===== src/rtl/serial_sub_pkg.sv =====
// ============================================================================
// Module      : serial_sub_pkg
// Description : Shared types, defaults and helpers for the bit-serial subtractor.
// Revision    : 1.0 - initial release
// ============================================================================
`default_nettype none

package serial_sub_pkg;

    localparam int SERIAL_SUB_DEF_WIDTH = 8;

    typedef enum logic [1:0] {
        IDLE = 2'd0,
        RUN  = 2'd1,
        DONE = 2'd2
    } state_t;

    function automatic logic maj3(input logic x, input logic y, input logic z);
        return (x & y) | (x & z) | (y & z);
    endfunction

endpackage

`default_nettype wire


===== src/rtl/fa_cell.sv =====
// ============================================================================
// Module      : fa_cell
// Description : Single-bit full adder used as the serial datapath.
// Revision    : 1.0 - initial release
// ============================================================================
`default_nettype none

module fa_cell
    import serial_sub_pkg::*;
(
    input  logic a,
    input  logic b,
    input  logic cin,
    output logic s,
    output logic cout
);

    assign s    = a ^ b ^ cin;
    assign cout = maj3(a, b, cin);

endmodule

`default_nettype wire


===== src/rtl/serial_sub8.sv =====
// ============================================================================
// Module      : serial_sub8
// Description : Bit-serial two's-complement subtractor d = a - b, LSB first,
//               with signed overflow flag and valid/ready on both sides.
//               Define SERIAL_SUB_SAT_EN to saturate d on overflow.
// Revision    : 1.0 - initial release
// ============================================================================
`default_nettype none

module serial_sub8
    import serial_sub_pkg::*;
#(
    parameter int WIDTH = SERIAL_SUB_DEF_WIDTH
) (
    input  logic             clk,
    input  logic             areset_n,
    input  logic             in_valid,
    output logic             in_ready,
    input  logic [WIDTH-1:0] a,
    input  logic [WIDTH-1:0] b,
    output logic             out_valid,
    input  logic             out_ready,
    output logic [WIDTH-1:0] d,
    output logic             overflow
);

    localparam int                c_cnt_w = $clog2(WIDTH);
    localparam logic [c_cnt_w-1:0] c_last = c_cnt_w'(WIDTH - 1);
    localparam logic [c_cnt_w-1:0] c_one  = c_cnt_w'(1);

    state_t             r_state;
    state_t             w_state_nxt;
    logic [WIDTH-1:0]   r_a_sh;
    logic [WIDTH-1:0]   r_b_sh;
    logic [WIDTH-1:0]   r_d;
    logic [c_cnt_w-1:0] r_cnt;
    logic               r_carry;
    logic               r_ovf;
    logic               r_a_msb;
    logic               r_b_msb;

    logic               w_sum;
    logic               w_cout;
    logic               w_last;
    logic               w_ovf;
    logic [WIDTH-1:0]   w_d_shift;
    logic [WIDTH-1:0]   w_d_final;

    // Subtraction as a + ~b + 1: B_sh holds ~b and the carry starts at 1.
    fa_cell u_fa (
        .a    (r_a_sh[0]),
        .b    (r_b_sh[0]),
        .cin  (r_carry),
        .s    (w_sum),
        .cout (w_cout)
    );

    assign w_last    = (r_cnt == c_last);
    assign w_d_shift = {w_sum, r_d[WIDTH-1:1]};
    assign w_ovf     = (r_a_msb != r_b_msb) && (w_sum != r_a_msb);

`ifdef SERIAL_SUB_SAT_EN
    localparam logic [WIDTH-1:0] c_max_pos = {1'b0, {(WIDTH-1){1'b1}}};
    localparam logic [WIDTH-1:0] c_min_neg = {1'b1, {(WIDTH-1){1'b0}}};

    assign w_d_final = w_ovf ? (r_a_msb ? c_min_neg : c_max_pos) : w_d_shift;
`else
    assign w_d_final = w_d_shift;
`endif

    always_ff @(posedge clk or negedge areset_n) begin
        if (!areset_n) begin
            r_state <= IDLE;
        end else begin
            r_state <= w_state_nxt;
        end
    end

    always_comb begin
        w_state_nxt = r_state;
        in_ready    = 1'b0;
        out_valid   = 1'b0;
        case (r_state)
            IDLE: begin
                in_ready = 1'b1;
                if (in_valid) begin
                    w_state_nxt = RUN;
                end
            end
            RUN: begin
                if (w_last) begin
                    w_state_nxt = DONE;
                end
            end
            DONE: begin
                out_valid = 1'b1;
                if (out_ready) begin
                    w_state_nxt = IDLE;
                end
            end
            default: begin
                w_state_nxt = IDLE;
            end
        endcase
    end

    always_ff @(posedge clk or negedge areset_n) begin
        if (!areset_n) begin
            r_a_sh  <= '0;
            r_b_sh  <= '0;
            r_d     <= '0;
            r_cnt   <= '0;
            r_carry <= 1'b1;
            r_ovf   <= 1'b0;
            r_a_msb <= 1'b0;
            r_b_msb <= 1'b0;
        end else begin
            case (r_state)
                IDLE: begin
                    if (in_valid) begin
                        r_a_sh  <= a;
                        r_b_sh  <= ~b;
                        r_carry <= 1'b1;
                        r_cnt   <= '0;
                        r_a_msb <= a[WIDTH-1];
                        r_b_msb <= b[WIDTH-1];
                    end
                end
                RUN: begin
                    r_a_sh  <= r_a_sh >> 1;
                    r_b_sh  <= r_b_sh >> 1;
                    r_carry <= w_cout;
                    r_cnt   <= r_cnt + c_one;
                    // The final bit completes the result; overflow is judged on it.
                    if (w_last) begin
                        r_d   <= w_d_final;
                        r_ovf <= w_ovf;
                    end else begin
                        r_d   <= w_d_shift;
                    end
                end
                default: begin
                end
            endcase
        end
    end

    assign d        = r_d;
    assign overflow = r_ovf;

endmodule

`default_nettype wire


===== config.mk =====
export PLATFORM = sky130hd
export DESIGN_NAME = serial_sub8
export DESIGN_NICKNAME = d
export VERILOG_FILES = /design/src/rtl/serial_sub_pkg.sv /design/src/rtl/fa_cell.sv /design/src/rtl/serial_sub8.sv
export SDC_FILE = /design/constraint.sdc
export NUM_CORES = 1
export LEC_CHECK = 0
export ABC_AREA = 1
export CELL_PAD_IN_SITES_DETAIL_PLACEMENT = 0
export CELL_PAD_IN_SITES_GLOBAL_PLACEMENT = 1
export CORE_ASPECT_RATIO = 1.5
export CORE_UTILIZATION = 39
export CTS_CLUSTER_SIZE = 40
export DETAILED_ROUTE_END_ITERATION = 10
export GPL_TIMING_DRIVEN = 1
export PLACE_DENSITY = 0.88
export SLEW_MARGIN = 5
export SYNTH_ARGS = -nofsm -noshare
export SYNTH_HDL_FRONTEND = slang
export SYNTH_HIERARCHICAL = 1
export SYNTH_SLANG_ARGS = --single-unit

===== constraint.sdc =====
create_clock -name clk -period 3.9 [get_ports clk]
set_input_delay 0.78 -clock clk [delete_from_list [all_inputs] [get_ports clk]]
set_output_delay 0.78 -clock clk [all_outputs]
set_load 0.05 [all_outputs]

==> results of run 1 <==
placed cells by master (no fill, tap or decap):
cell type        Yosys  layout
a21oi_1              1       1
buf_4                1       2
clkbuf_8             0       7
clkdlybuf4s50_1      0      30
clkinv_2             0       1
dfrtp_1             32      32
dfstp_2              1       1
fa_1                 1       1
ha_1                 2       2
inv_1               16      16
inv_2                3       3
nand2_1             98      98
nand2_2              1       1
nand3_1             17      17
nor2_1               4       4
o21ai_0             12      12
o21ai_2              1       1
o31ai_1              1       1
report_power, final:
part	switching, mW	internal, mW	leakage [nW]
registers	0.111	0.498	0.416
logic	0.479	0.253	0.567
clock network	0.119	0.159	0.0542
state kept, by name, summed over array words and instances (netlist names):
name	count
r_b_sh	8
r_a_msb	1
r_b_msb	1
d	8
r_a_sh	8
r_state	2
r_cnt	3
r_carry	1
overflow	1
kinds of logic after synthesis:
family / count (synthesis)
compound gates: 15
fa+ha+maj: 3
buf+inv: 27
flops: 33
simple gates: 120
metal layers:
metal | up-vias | part of all wire
met2 | 29 | 0.48
met4 | 0 | 0.029
met5 | - | 0
met3 | 9 | 0.048
met1 | 594 | 0.44
li1 | 667 | -
final timing paths:
check | startpoint | to | slack (ps) | cells past startpoint
setup / recovery | r_state[0]$_DFFE_PN0P_ | in_ready | 1120 | 2
hold / removal | r_b_sh[2]$_DFFE_PN0P_ | r_b_sh[2]$_DFFE_PN0P_ | 480 | 2
setup reg to reg | r_state[0]$_DFFE_PN0P_ | overflow$_DFFE_PN0P_ | 2060 | 5
hold reg to reg | r_b_sh[2]$_DFFE_PN0P_ | r_b_sh[2]$_DFFE_PN0P_ | 480 | 2
max in group asynchronous | areset_n | r_carry$_DFFE_PN1P_ | 2690 | 2
min in group asynchronous | areset_n | r_b_sh[5]$_DFFE_PN0P_ | 880 | 2
through the flow:
stage	cells	instance area [sq um]
floorplan	198	1550
global placement	265	1870
detailed placement	265	1870
CTS	273	1970
global route	273	1970
finish	273	1970
final cells by class:
cell class              instances  area share
flip-flops and latches         33       0.420
multi-input cells             138       0.305
repair buffers                 32       0.160
clock buffers                   7      0.0489
inverters                      19      0.0362
well taps                      43      0.0273
clock inverters                 1     0.00254
worst reg2reg max path, stage by stage, from the launching register on:
cell and delay (ps):
dfrtp_1 730, nand2_2 470, inv_2 290, nand2_1 120, nand2_1 70, nand2_1 50
==> flow_metrics.py, run 1 <==
metrics = {
    "route": {
        "vias": 1299,
        "drc": 0,
        "via_per_inst": 4.76,
        "drtPass1Iterations": 4,
        "antenna_left": 0,
        "wirelength_mm": 3.12,
        "wire_per_inst_um": 11.4,
        "drt_iter0_drc": 50,
    },
    "synth": {
        "synth.largest_area_cell": "dfrtp_1",
        "ys_top_cells_by_area": "dfrtp_1 (52%), nand2_1 (24%), nand3_1 (5.5%)",
        "syn_avg_cell_area_sq_um": 7.82,
        "synth_compound_area_frac": 0.0525,
        "ys_seq_area_frac": 0.534,
        "synthTopCellsByCount": "nand2_1 (98), dfrtp_1 (32), nand3_1 (17)",
        "synth_adder_area_share": 0.0291,
        "ys_types": 17,
        "yosys_warnings": 6,
        "synthFlopType": "dfrtp_1",
        "postSynthCellCount": 198,
        "synth_nets": 221,
        "synth_edf_count": 0,
        "muxShareOfSynthArea": 0,
        "async_reset_ff_frac": 1.00,
        "synth.most_common_cell": "nand2_1",
        "synth_seq_cells": 33,
        "synth_top_area_share": 0.517,
        "syn_area_sq_um": 1550,
        "synth_top_family_by_area": "simple AND/OR/NAND/NOR gates",
        "synth_simple_gate_area_frac": 0.306,
        "synthXorXnorAreaFrac": 0,
    },
    "floorplan": {
        "start_util": 0.416,
        "die_y_um": 79.2,
        "die-width_um": 53.4,
        "ioPinCount": 31,
        "dieArea_sq_um": 4230,
        "core_area_sq_um": 3720,
        "row_count": 27,
    },
    "sta": {
        "worstMarginPinSlew_ps": 608,
        "period_share": 0.713,
        "finalSetupViolCount": 0,
        "finClkSkew_ps": 9.34,
        "setup_slack_ps": 1120,
        "clock.fmax_mhz": 359,
        "whs_ps": 480,
        "finalHoldViolations": 0,
        "maxSlewViolCount": 0,
        "rsz0062_at_grt": "no",
        "setup_tns_ps": 0,
        "relSlewSlack": 0.595,
        "period_needed_ps": 2780,
    },
    "final_layout": {
        "seq_area_sq_um": 827,
        "drive_above_1_share": 0.0696,
        "final_util": 0.530,
        "diodes": 0,
        "nets": 252,
        "area_growth_syn_to_layout_pct": 27.2,
        "multi_input_area_sq_um": 601,
        "fillers": 371,
    },
    "run_status": {
        "outcome": "finished, final reports clean",
    },
    "setup_path": {
        "worst-path-buf-inv": 1,
        "end_kind": "output pin",
        "arrival_ps": 2000,
        "crit_path_start_kind": "flip-flop",
        "cp_cell_sequence": "nor2_1 -> clkdlybuf4s50_1",
        "critPathSlowestCell": "clkdlybuf4s50_1",
        "worstSetupPathType": "flip-flop to output pin",
        "path_delay_family": "buffers and inverters",
        "critPathRequiredTime_ps": 3120,
        "crit_fanout": 19,
        "slowest_delay_ps": 840,
    },
    "placed_design": {
        "dp_hpwl_mm": 2.11,
        "io_buffers": 30,
        "place.gp.congestion": 0.780,
        "place_ws_ps": 1420,
    },
    "clock_network": {
        "path_clk_slew_ps": 70,
        "cts_setup_buffers": 0,
        "numCtsBuffers": 5,
        "cts_tree": "built",
        "clock_sink_count": 33,
        "cts_max_path_buffers": 2,
        "clk_latency_ps": 290,
        "ctsHoldBuffers": 0,
        "cts-root-buf": "clkbuf_8",
        "cts_resized": 0,
        "htreeDepth": 2,
    },
    "grt": {
        "antenna_found_initial": 0,
        "grt-ovfl-total": 0,
        "grt_util_met3": 0.0498,
        "grt_usage": 0.178,
        "grt_use_met1": 0.199,
        "grt_max_degree": 34,
        "grt_pass1_vias": 1248,
        "grt_pass1_wl_mm": 5.33,
        "grt-busiest-layer": "met2",
        "grtUsageMet2": 0.293,
    },
    "power_and_ir_drop": {
        "p_per_area_nw_per_um2": 823,
        "p_leak_nw": 1.04,
        "power_mw": 1.62,
        "vdd_ir_drop_max_uv": 529,
    },
    "min_path": {
        "hold_class": "flip-flop to flip-flop",
    },
    "job": {
        "max_cap_viol_count": 0,
    },
}
Power figures use the tool's default switching activity.
==> inputs of run 2 (changes only) <==
- CORE_UTILIZATION: 39 -> 37
- PLACE_DENSITY: 0.88 -> 0.85
- clock period: 3.9 -> 2.7 ns (I/O delays scaled with it)
==> run 2 against run 1 <==
  * Global-route usage rose by 0.11 points
  * Die area rose by 5.2%
  * Clock skew fell by 3.9 ps
  * First-iteration DRC count fell by 42%
  * Via count rose by 0.62%
  * Critical path type unchanged
  * Highest routed layer unchanged
==> flow_metrics.py, run 2 (synthesis results as in run 1) <==
metrics = {
    "run_status": {
        "outcome": "finished, final reports clean",
    },
    "final_layout": {
        "diodes": 0,
        "nets": 253,
        "fillers": 398,
        "final_cell_mix": "nand2_1 (98), dfrtp_1 (32), clkdlybuf4s50_1 (30)",
        "fin_cells": 276,
        "seq_area_sq_um": 827,
        "area_growth_syn_to_layout_pct": 26.5,
        "drive_above_1_share": 0.0606,
        "multi_input_area_sq_um": 601,
        "layout_commonest_cell": "nand2_1",
    },
    "min_path": {
        "hold_path_depth": 2,
        "hold_class": "flip-flop to flip-flop",
        "min_from": "r_cnt[1]$_DFFE_PN0P_",
        "min_to": "r_cnt[1]$_DFFE_PN0P_",
    },
    "route": {
        "wl_met3_um": 111,
        "topRoutingLayerUsed": "met4",
        "met2WireLength_mm": 1.68,
        "drc": 0,
        "vias": 1307,
        "antenna_left": 0,
        "met1Wirelength_mm": 1.46,
        "wirelength_mm": 3.31,
        "drtPass1Iterations": 4,
        "wire_per_inst_um": 12.0,
        "via_per_inst": 4.74,
        "drt_iter0_drc": 29,
    },
    "floorplan": {
        "ioPinCount": 31,
        "start_util": 0.391,
        "core_area_sq_um": 3960,
        "dieArea_sq_um": 4450,
        "die-width_um": 54.8,
        "die_y_um": 81.2,
        "row_count": 28,
    },
    "setup_path": {
        "reg2reg_to": "overflow$_DFFE_PN0P_",
        "crit_path_start_kind": "flip-flop",
        "reg2regPathDepth": 6,
        "ff2ff_setup_slack_ps": 1070,
        "critPathRequiredTime_ps": 2160,
        "timing.rr.start": "r_state[1]$_DFFE_PN0P_",
        "arrival_ps": 1820,
        "worstSetupPathType": "flip-flop to output pin",
        "cp_cell_sequence": "nor2_1 -> clkdlybuf4s50_1",
        "slowest_delay_ps": 840,
        "crit_fanout": 9,
        "critPathSlowestCell": "clkdlybuf4s50_1",
        "end_kind": "output pin",
    },
    "clock_network": {
        "path_clk_slew_ps": 60,
        "cts_max_path_buffers": 2,
        "cts_tree": "built",
        "cts_resized": 0,
        "cts_setup_buffers": 0,
        "ctsHoldBuffers": 0,
        "numCtsBuffers": 5,
        "clock_sink_count": 33,
        "clk_latency_ps": 280,
        "cts-root-buf": "clkbuf_8",
        "htreeDepth": 2,
    },
    "sta": {
        "finalSetupViolCount": 0,
        "rsz0062_at_grt": "no",
        "worstMarginPinSlew_ps": 506,
        "period_needed_ps": 2360,
        "relSlewSlack": 0.661,
        "clock.fmax_mhz": 424,
        "maxSlewViolCount": 0,
        "period_share": 0.874,
        "finalHoldViolations": 0,
        "finClkSkew_ps": 5.48,
        "setup_tns_ps": 0,
    },
    "placed_design": {
        "place.gp.congestion": 0.741,
        "io_buffers": 30,
        "dp.cells": 268,
        "dp_hpwl_mm": 2.29,
    },
    "grt": {
        "grt_pass1_vias": 1319,
        "antenna_found_initial": 0,
        "grt-ovfl-total": 0,
        "grt_max_degree": 34,
        "grt_pass1_wl_mm": 5.66,
        "grt_usage": 0.179,
    },
    "power_and_ir_drop": {
        "p_leak_nw": 1.03,
        "p_per_area_nw_per_um2": 1180,
        "vdd_ir_drop_max_uv": 753,
    },
    "job": {
        "max_cap_viol_count": 0,
    },
}
==> run 2: cell types whose count changed in the layout (fill, tap and decap cells not counted) <==
cell      delta
clkbuf_1     +3
clkbuf_8     -2
buf_4        +1
clkinv_2     -1
==> run 2: worst max-delay path: cells and delay by family, from the launching register on <==
| family | cells | cell delay, ps |
|---|---|---|
| DFF | 1 | 480 |
| buffers and inverters | 1 | 840 |
| and+or+nand+nor | 1 | 220 |
==> run 2: layout make-up <==
type / instances / area share
clock buffer: 8 / 0.0409
inverter: 19 / 0.0364
timing repair buffer: 33 / 0.165
tap: 45 / 0.0288
multi-input combinational: 138 / 0.307
sequential: 33 / 0.422
==> run 2: report_power, final <==
| part | internal [mW] | switching [mW] |
|---|---|---|
| clock | 0.183 | 0.174 |
| sequential | 0.719 | 0.141 |
| combinational | 0.375 | 0.713 |
==> run 2: per-stage QoR <==
step	total power [mW]	setup slack, ps	area (sq um)	hold WS (ps)	utilization
final	2.31	341	1960	476	0.495
after global routing	2.50	223	1960	502	0.495
after CTS	2.34	329	1960	484	0.495
after detailed placement	1.98	655	1880	464	0.474
after global placement	1.95	659	1880	460	0.474
after floorplan	1.66	847	1550	244	-
==> run 2: how the worst max path moves through the flow <==
stage	from	end	slack, ps	cells after the start
finish	r_state[0]$_DFFE_PN0P_	in_ready	340	2
global route	r_state[0]$_DFFE_PN0P_	in_ready	220	2
CTS	r_state[0]$_DFFE_PN0P_	in_ready	330	2
detailed placement	r_state[0]$_DFFE_PN0P_	in_ready	660	2
global placement	r_state[0]$_DFFE_PN0P_	in_ready	660	2
floorplan	r_state[0]$_DFFE_PN0P_	out_valid	850	3
==> run 2: routing by layer <==
layer / track usage / vias up
met3: 0.0487 / 7
li1: - / 672
met1: 0.201 / 609
met4: 0.0846 / 0
met5: 0 / -
met2: 0.302 / 19
